--- src/rtl/reg_file_if.sv ---
// reg_file_if: write, read, memory-load and data-memory signals of the register file
interface reg_file_if;
  logic        C_EN;
  logic [3:0]  C_SEL;
  logic [18:0] c_in;
  logic [3:0]  A_SEL;
  logic [3:0]  B_SEL;
  logic        MEM_READ;
  logic [7:0]  mem_data;
  logic [18:0] a_out;
  logic [18:0] b_out;
  logic [18:0] dm_addr;
  logic [7:0]  dm_data;
  modport master (
    output C_EN, C_SEL, c_in, A_SEL, B_SEL, MEM_READ, mem_data,
    input  a_out, b_out, dm_addr, dm_data
  );
  modport slave (
    input  C_EN, C_SEL, c_in, A_SEL, B_SEL, MEM_READ, mem_data,
    output a_out, b_out, dm_addr, dm_data
  );
endinterface

--- src/rtl/reg_file.sv ---
// reg_file: 16x19 register file (R0=AR, R1=DR) with memory load and scoped async clear
module reg_file (
  input  logic       clk,
  input  logic       RST,
  input  logic [3:0] RST_SEL,
  reg_file_if.slave  bus
);
  logic [18:0] rf [16];
  for (genvar i = 0; i < 16; i++) begin : g_r
    logic        clr;
    logic [18:0] q;
    // each register gets its own async clear so a scoped reset leaves the others running
    assign clr = RST && (RST_SEL == 4'd0 || RST_SEL == 4'(i));
    always_ff @(posedge clk or posedge clr)
      if (clr) q <= '0;
      else if (i == 1 && bus.MEM_READ) q <= {11'b0, bus.mem_data};
      else if (bus.C_EN && bus.C_SEL == 4'(i)) q <= bus.c_in;
    assign rf[i] = q;
  end
  assign bus.a_out   = rf[bus.A_SEL];
  assign bus.b_out   = rf[bus.B_SEL];
  assign bus.dm_addr = rf[0];
  assign bus.dm_data = rf[1][7:0];
endmodule

--- src/flat_wrapper.sv ---
// flat-port wrapper written by rule: the top's interface ports become plain ports
module reg_file_flat 
  (clk, RST, RST_SEL, bus_C_EN, bus_C_SEL, bus_c_in, bus_A_SEL, bus_B_SEL, bus_MEM_READ, bus_mem_data, bus_a_out, bus_b_out, bus_dm_addr, bus_dm_data);
  reg_file_if bus_i ();
  input  logic clk;
  input  logic RST;
  input  logic [3:0] RST_SEL;
  input wire logic [$bits(bus_i.C_EN)-1:0] bus_C_EN;
  input wire logic [$bits(bus_i.C_SEL)-1:0] bus_C_SEL;
  input wire logic [$bits(bus_i.c_in)-1:0] bus_c_in;
  input wire logic [$bits(bus_i.A_SEL)-1:0] bus_A_SEL;
  input wire logic [$bits(bus_i.B_SEL)-1:0] bus_B_SEL;
  input wire logic [$bits(bus_i.MEM_READ)-1:0] bus_MEM_READ;
  input wire logic [$bits(bus_i.mem_data)-1:0] bus_mem_data;
  output wire logic [$bits(bus_i.a_out)-1:0] bus_a_out;
  output wire logic [$bits(bus_i.b_out)-1:0] bus_b_out;
  output wire logic [$bits(bus_i.dm_addr)-1:0] bus_dm_addr;
  output wire logic [$bits(bus_i.dm_data)-1:0] bus_dm_data;
  assign bus_i.C_EN = bus_C_EN;
  assign bus_i.C_SEL = bus_C_SEL;
  assign bus_i.c_in = bus_c_in;
  assign bus_i.A_SEL = bus_A_SEL;
  assign bus_i.B_SEL = bus_B_SEL;
  assign bus_i.MEM_READ = bus_MEM_READ;
  assign bus_i.mem_data = bus_mem_data;
  assign bus_a_out = bus_i.a_out;
  assign bus_b_out = bus_i.b_out;
  assign bus_dm_addr = bus_i.dm_addr;
  assign bus_dm_data = bus_i.dm_data;
  reg_file u_core (.clk(clk), .RST(RST), .RST_SEL(RST_SEL), .bus(bus_i));
endmodule
--- config.mk ---
export PLATFORM = sky130hd
export DESIGN_NAME = reg_file_flat
export DESIGN_NICKNAME = d
export VERILOG_FILES = /design/src/rtl/reg_file_if.sv /design/src/rtl/reg_file.sv /design/src/flat_wrapper.sv
export SDC_FILE = /design/constraint.sdc
export NUM_CORES = 1
export LEC_CHECK = 0
export ABC_AREA = 1
export CAP_MARGIN = 5
export CORE_ASPECT_RATIO = 0.8
export CORE_UTILIZATION = 59
export DETAILED_ROUTE_END_ITERATION = 6
export DONT_BUFFER_PORTS = 1
export PLACE_DENSITY = 0.78
export SYNTH_ARGS = -nofsm -noshare
export SYNTH_HDL_FRONTEND = slang
export SYNTH_SLANG_ARGS = --single-unit
--- constraint.sdc ---
create_clock -name clk -period 1 [get_ports clk]
set_input_delay 0.1 -clock clk [delete_from_list [all_inputs] [get_ports clk]]
set_output_delay 0.1 -clock clk [all_outputs]
set_load 0.01 [all_outputs]
After elaboration in Yosys (flattened, before gate mapping)
Cells that the tools add are included.
{ "totals": {"regBits": 304, "latchBits": 0, "ramBits": 0, "romBits": 0, "out_inout_bits": 65, "mem_count": 0} }
{ "classes": {"add_sub_neg": 0, "n_mul": 0, "n_div": 0, "magnitude_cmp": 2, "eq_ne": 30, "shift": 0, "muxes": 8, "bitwise": 2, "n_reduce_logical": 50} }
{ "op_table": {"columns": ["op", "count"], "rows": [
  ["$bmux 19 s4", 2],
  ["$mux 19", 6],
  ["$eq 4x4->1 const B", 16],
  ["$eq 4x3->1 const B", 8],
  ["$logic_and 1x1->1", 32],
  ["$eq 4x2->1 const B", 4],
  ["$logic_or 1x1->1", 15],
  ["$ge 5x5->1 const B", 2],
  ["$not 4->5", 2],
  ["$eq 4x1->1 const B", 2],
  ["$logic_not 4->1", 2],
  ["$reduce_bool 2->1", 1]
]} }

Longest topological paths before layout
{ "logic_depth": {"word_depth": 4, "depth_mapped": 9, "depth_no_buf": 6} }

Worst setup path before layout
No wires, ideal clock.
{ "synth_path": {"path_type": "input port to output port", "from": "in bus_B_SEL[0]", "to": "out bus_b_out[18]", "arrival_time_ns": 1.001, "required_ns": 0.900, "path_slack_ns": -0.101, "cell_stages": 9, "path_buffers": 3, "cell_sequence": "buf_2 > inv_2 > buf_4 > buf_2 > nand2_1 > nand3_1 > nand3_1 > nand3_1 > nand2_1"} }
{ "synth_between": {"elab_chain_len": 4} }
{ "synth_lines": {"columns": ["item", "line_no", "rtl"], "rows": [
  ["start: declaration", "flat_wrapper.sv:12", "input wire logic [$bits(bus_i.B_SEL)-1:0] bus_B_SEL;"],
  ["$not 4->5 (not written as such)", "reg_file.sv:21", "assign bus.b_out = rf[bus.B_SEL];"],
  ["$bmux 19 s4", "reg_file.sv:21", null],
  ["$mux 19 (not written as such) (2 in series)", "reg_file.sv:21", null],
  ["end: declaration", "flat_wrapper.sv:16", "output wire logic [$bits(bus_i.b_out)-1:0] bus_b_out;"]
]} }
Every way passes these cells. The select of a mux whose other input is x is not followed.

Final worst setup path
{ "layout_path": {"from": "reg u_core.g_r[7].q[16]", "to": "out bus_b_out[16]"} }
{ "layout_between": {"elab_chain_len": 3} }
{ "layout_lines": {"columns": ["item", "line_no", "rtl"], "rows": [
  ["start: declaration", "reg_file.sv:11", "logic [18:0] q;"],
  ["start signal: assignment", "reg_file.sv:16", "else if (i == 1 && bus.MEM_READ) q <= {11'b0, bus.mem_data};"],
  ["start signal: assignment", "reg_file.sv:17", "else if (bus.C_EN && bus.C_SEL == 4'(i)) q <= bus.c_in;"],
  ["$bmux 19 s4", "reg_file.sv:21", null],
  ["$mux 19 (not written as such) (2 in series)", "reg_file.sv:21", null]
]} }
Every way passes these cells. The select of a mux whose other input is x is not followed.

==> impl_results.md <==
* Clock tree root driver cell: clkbuf_16
* Number of violations of the max-capacitance limit at 0
* Number of cell rows at 56
* Top-Level Pins at 112
* Vias per inst at 6.21
* Overall overflow remaining after global route at 0
* Post-DP HPWL at 45100 um
* Post-route setup slack at -0.681 ns
* Fin nets at 2854
* Final number of hold-violating endpoints at 1
* Skew final at 0 ns
* Leading post-synthesis cells by cell area: dfrtp_1 (42%), nand2_1 (20%), nand3_1 (15%), o21ai_0 (7.8%), inv_1 (7.0%)
* Yosys reg bits at 304
* Fin crit share at 1.68
* Placeable Area at 29700 um^2
* Pins Over Slew Limit at 0
* Final non-filler cell total at 3239
* Number of placed instances, taps included at 3084
* Synthesized area per cell at 6.65 um^2
* Kind of start point of the critical path: register
* Average detailed-routed wire length per instance at 23.4 um
* Number of input and output port buffers inserted at 0
* Number of failing setup endpoints in the final timing report at 218
* Upper clock frequency limit at 595 MHz
* Nature of the critical path endpoint: output pin
* Number of warning messages in the yosys log at 0
* Commonest cells after routing, fill and taps aside: nand2_1 (893), nand3_1 (369), dfrtp_1 (298)
* Initial cell density of the core at 0.608
* Violations in the final reports: design-rule violations, negative hold slack, negative setup slack
* Htree depth at 2
* Maximum number of buffers from clock root to sink at 3
* Dpl cell area at 19500 um^2
* Most common library cell in the layout ignoring fill and taps: nand2_1
* Max-Slew Margin vs Limit at 0.609
* Global routing usage summed across all routing layers at 0.474
* Endpoint arrival time on the critical path at 1.58 ns
* Share of synthesized area occupied by flip-flops and latches at 0.421
* Tmin final at 1.68 ns
* Post-synthesis instance area at 18100 um^2
* Hold Path Class: in2reg
* Maximum number of pins on one net before global-route repair at 154
* Worst-case vdd ir drop at 1.54 mV
* Area of all placed cells without fillers at 23000 um^2
* Initial drt markers at 2957
* Relative area change from synthesis to final layout at 27.3%
* RSZ-0062 raised after global routing: true
* Clock latency on the worst-skew pair at 0.54 ns
* Library cells used by synthesis at 23
* Routability-driven placement congestion ratio at 0.954
* Worst hold margin at -0.0209 ns
* Pwr Total at 41.3 mW
* Number of global-route vias before repair at 18919
* Net count after synthesis at 2761
* TritonCTS clock tree: built
* Num CTS Buffers at 34
* Total wire length at 75900 um
* Number of detailed-route iterations in the first pass at 7
* Total leakage power at 11.6 nW
* Transition time of the tightest slew-check pin at 0.582 ns
* Full die area at 31300 um^2
* Post-Place Setup Slack at -0.250 ns
* Die outline height at 158 um
* Antenna violations before repair at 5
* Via total after detailed routing at 20125
* Global-route wire length before repair at 110000 um
* Cell area power density at 1800 nW/um^2
* Proportion of netlist area held by the largest area contributor at 0.421
* Post-Syn Instances at 2714
* Layout cell share with drive strength beyond 1 at 0.234
* Type of the setup path with the least slack: reg2out
* Area leader, netlist: dfrtp_1
* Antenna-violating nets left at 0
* Horizontal die dimension at 198 um
* Max Fanout on Critical Path at 2
* Accumulated negative setup slack at -56.53 ns
* Worst reg2reg setup slack at -0.10 ns
* Final routed DRC violation total at 2
* Number of clock sinks at 304
* Run status: finished, violations left
* CTS clock-pin slew for the worst setup and hold paths at 0.06 ns
* Data required time of the worst path at 0.90 ns
[sequential cells by signal (all words and copies together), names as in the netlist]
name,cells
u_core.g_r.q,285
u_core.bus.dm_addr,19
[cells by family after synthesis]
family,share of synthesized area
buf+inv,0.131
simple gates,0.363
compound gates,0.0857
flops,0.421
[worst max-delay path, cell delays in order (launching register included)]
cell	delay (ns)
dfrtp_1	0.38
inv_1	0.07
nand2_1	0.05
nand3_1	0.12
nand3_1	0.09
nand3_1	0.10
buf_6	0.17
nand2_4	0.07
[cells in the mapped netlist]
master / number
inv_2: 4
nor3_1: 10
buf_2: 77
clkbuf_1: 86
clkinv_1: 2
nor2_1: 30
nand2_2: 2
clkbuf_2: 7
nor3_2: 1
nor2_2: 4
dfrtp_1: 304
o21ai_1: 10
nand3_2: 1
inv_1: 335
o21ai_2: 2
nand2_1: 965
o22ai_1: 11
nor2_4: 1
buf_6: 15
buf_4: 17
o21ai_0: 282
nand3_1: 538
buf_1: 10
[stage by stage]
step	util	hold WS (ns)
CTS	0.733	0.00114
detailed placement	0.658	0.0521
finish	0.774	-0.0209
floorplan	-	0.119
global placement	0.658	0.0581
global route	0.774	-0.000270
[report_power, final]
group          switching, mW  internal (mW)
sequential              1.50           14.8
clock                   5.39           7.72
combinational           7.07           4.80
[final timing paths]
| path | cells after the start | from | end |
|---|---|---|---|
| setup / recovery | 7 | u_core.g_r[7].q[16]$_DFFE_PP0P_ | bus_b_out[16] |
| hold / removal | 4 | bus_MEM_READ | u_core.g_r[1].q[1]$_DFFE_PP0P_ |
| setup reg to reg | 5 | u_core.g_r[1].q[7]$_DFFE_PP0P_ | u_core.g_r[1].q[7]$_DFFE_PP0P_ |
| hold reg to reg | 2 | u_core.g_r[6].q[8]$_DFFE_PP0P_ | u_core.g_r[6].q[8]$_DFFE_PP0P_ |
| max in group asynchronous | 8 | RST_SEL[2] | u_core.g_r[9].q[11]$_DFFE_PP0P_ |
| min in group asynchronous | 5 | RST_SEL[3] | u_core.g_r[15].q[2]$_DFFE_PP0P_ |
[routing by layer]
metal,GRT usage,vias to the layer above,part of all wire
li1,-,8718,-
met3,0.162,374,0.16
met5,0,-,0
met2,0.707,1656,0.42
met1,0.595,9377,0.36
met4,0.293,0,0.064
[repair_timing]
item	4_1_cts	5_1_grt
pin swaps	103	110
cloned	0	2
gates resized for setup	184	264
setup buffers	19	47
setup endpoints to repair	69	166
hold buffers	36	3
hold endpoints to repair	491	182
[cell type report]
cell class              count  area (um^2)
flip-flops and latches    304         7610
clock buffers              48          995
multi-input cells        1857         9430
well taps                 406          508
inverters                 341         1290
fillers                  2224         6710
diodes                      3         7.51
repair buffers            269         3010
clock inverters            11          141
No activity file was read; power rests on OpenSTA's default activity.
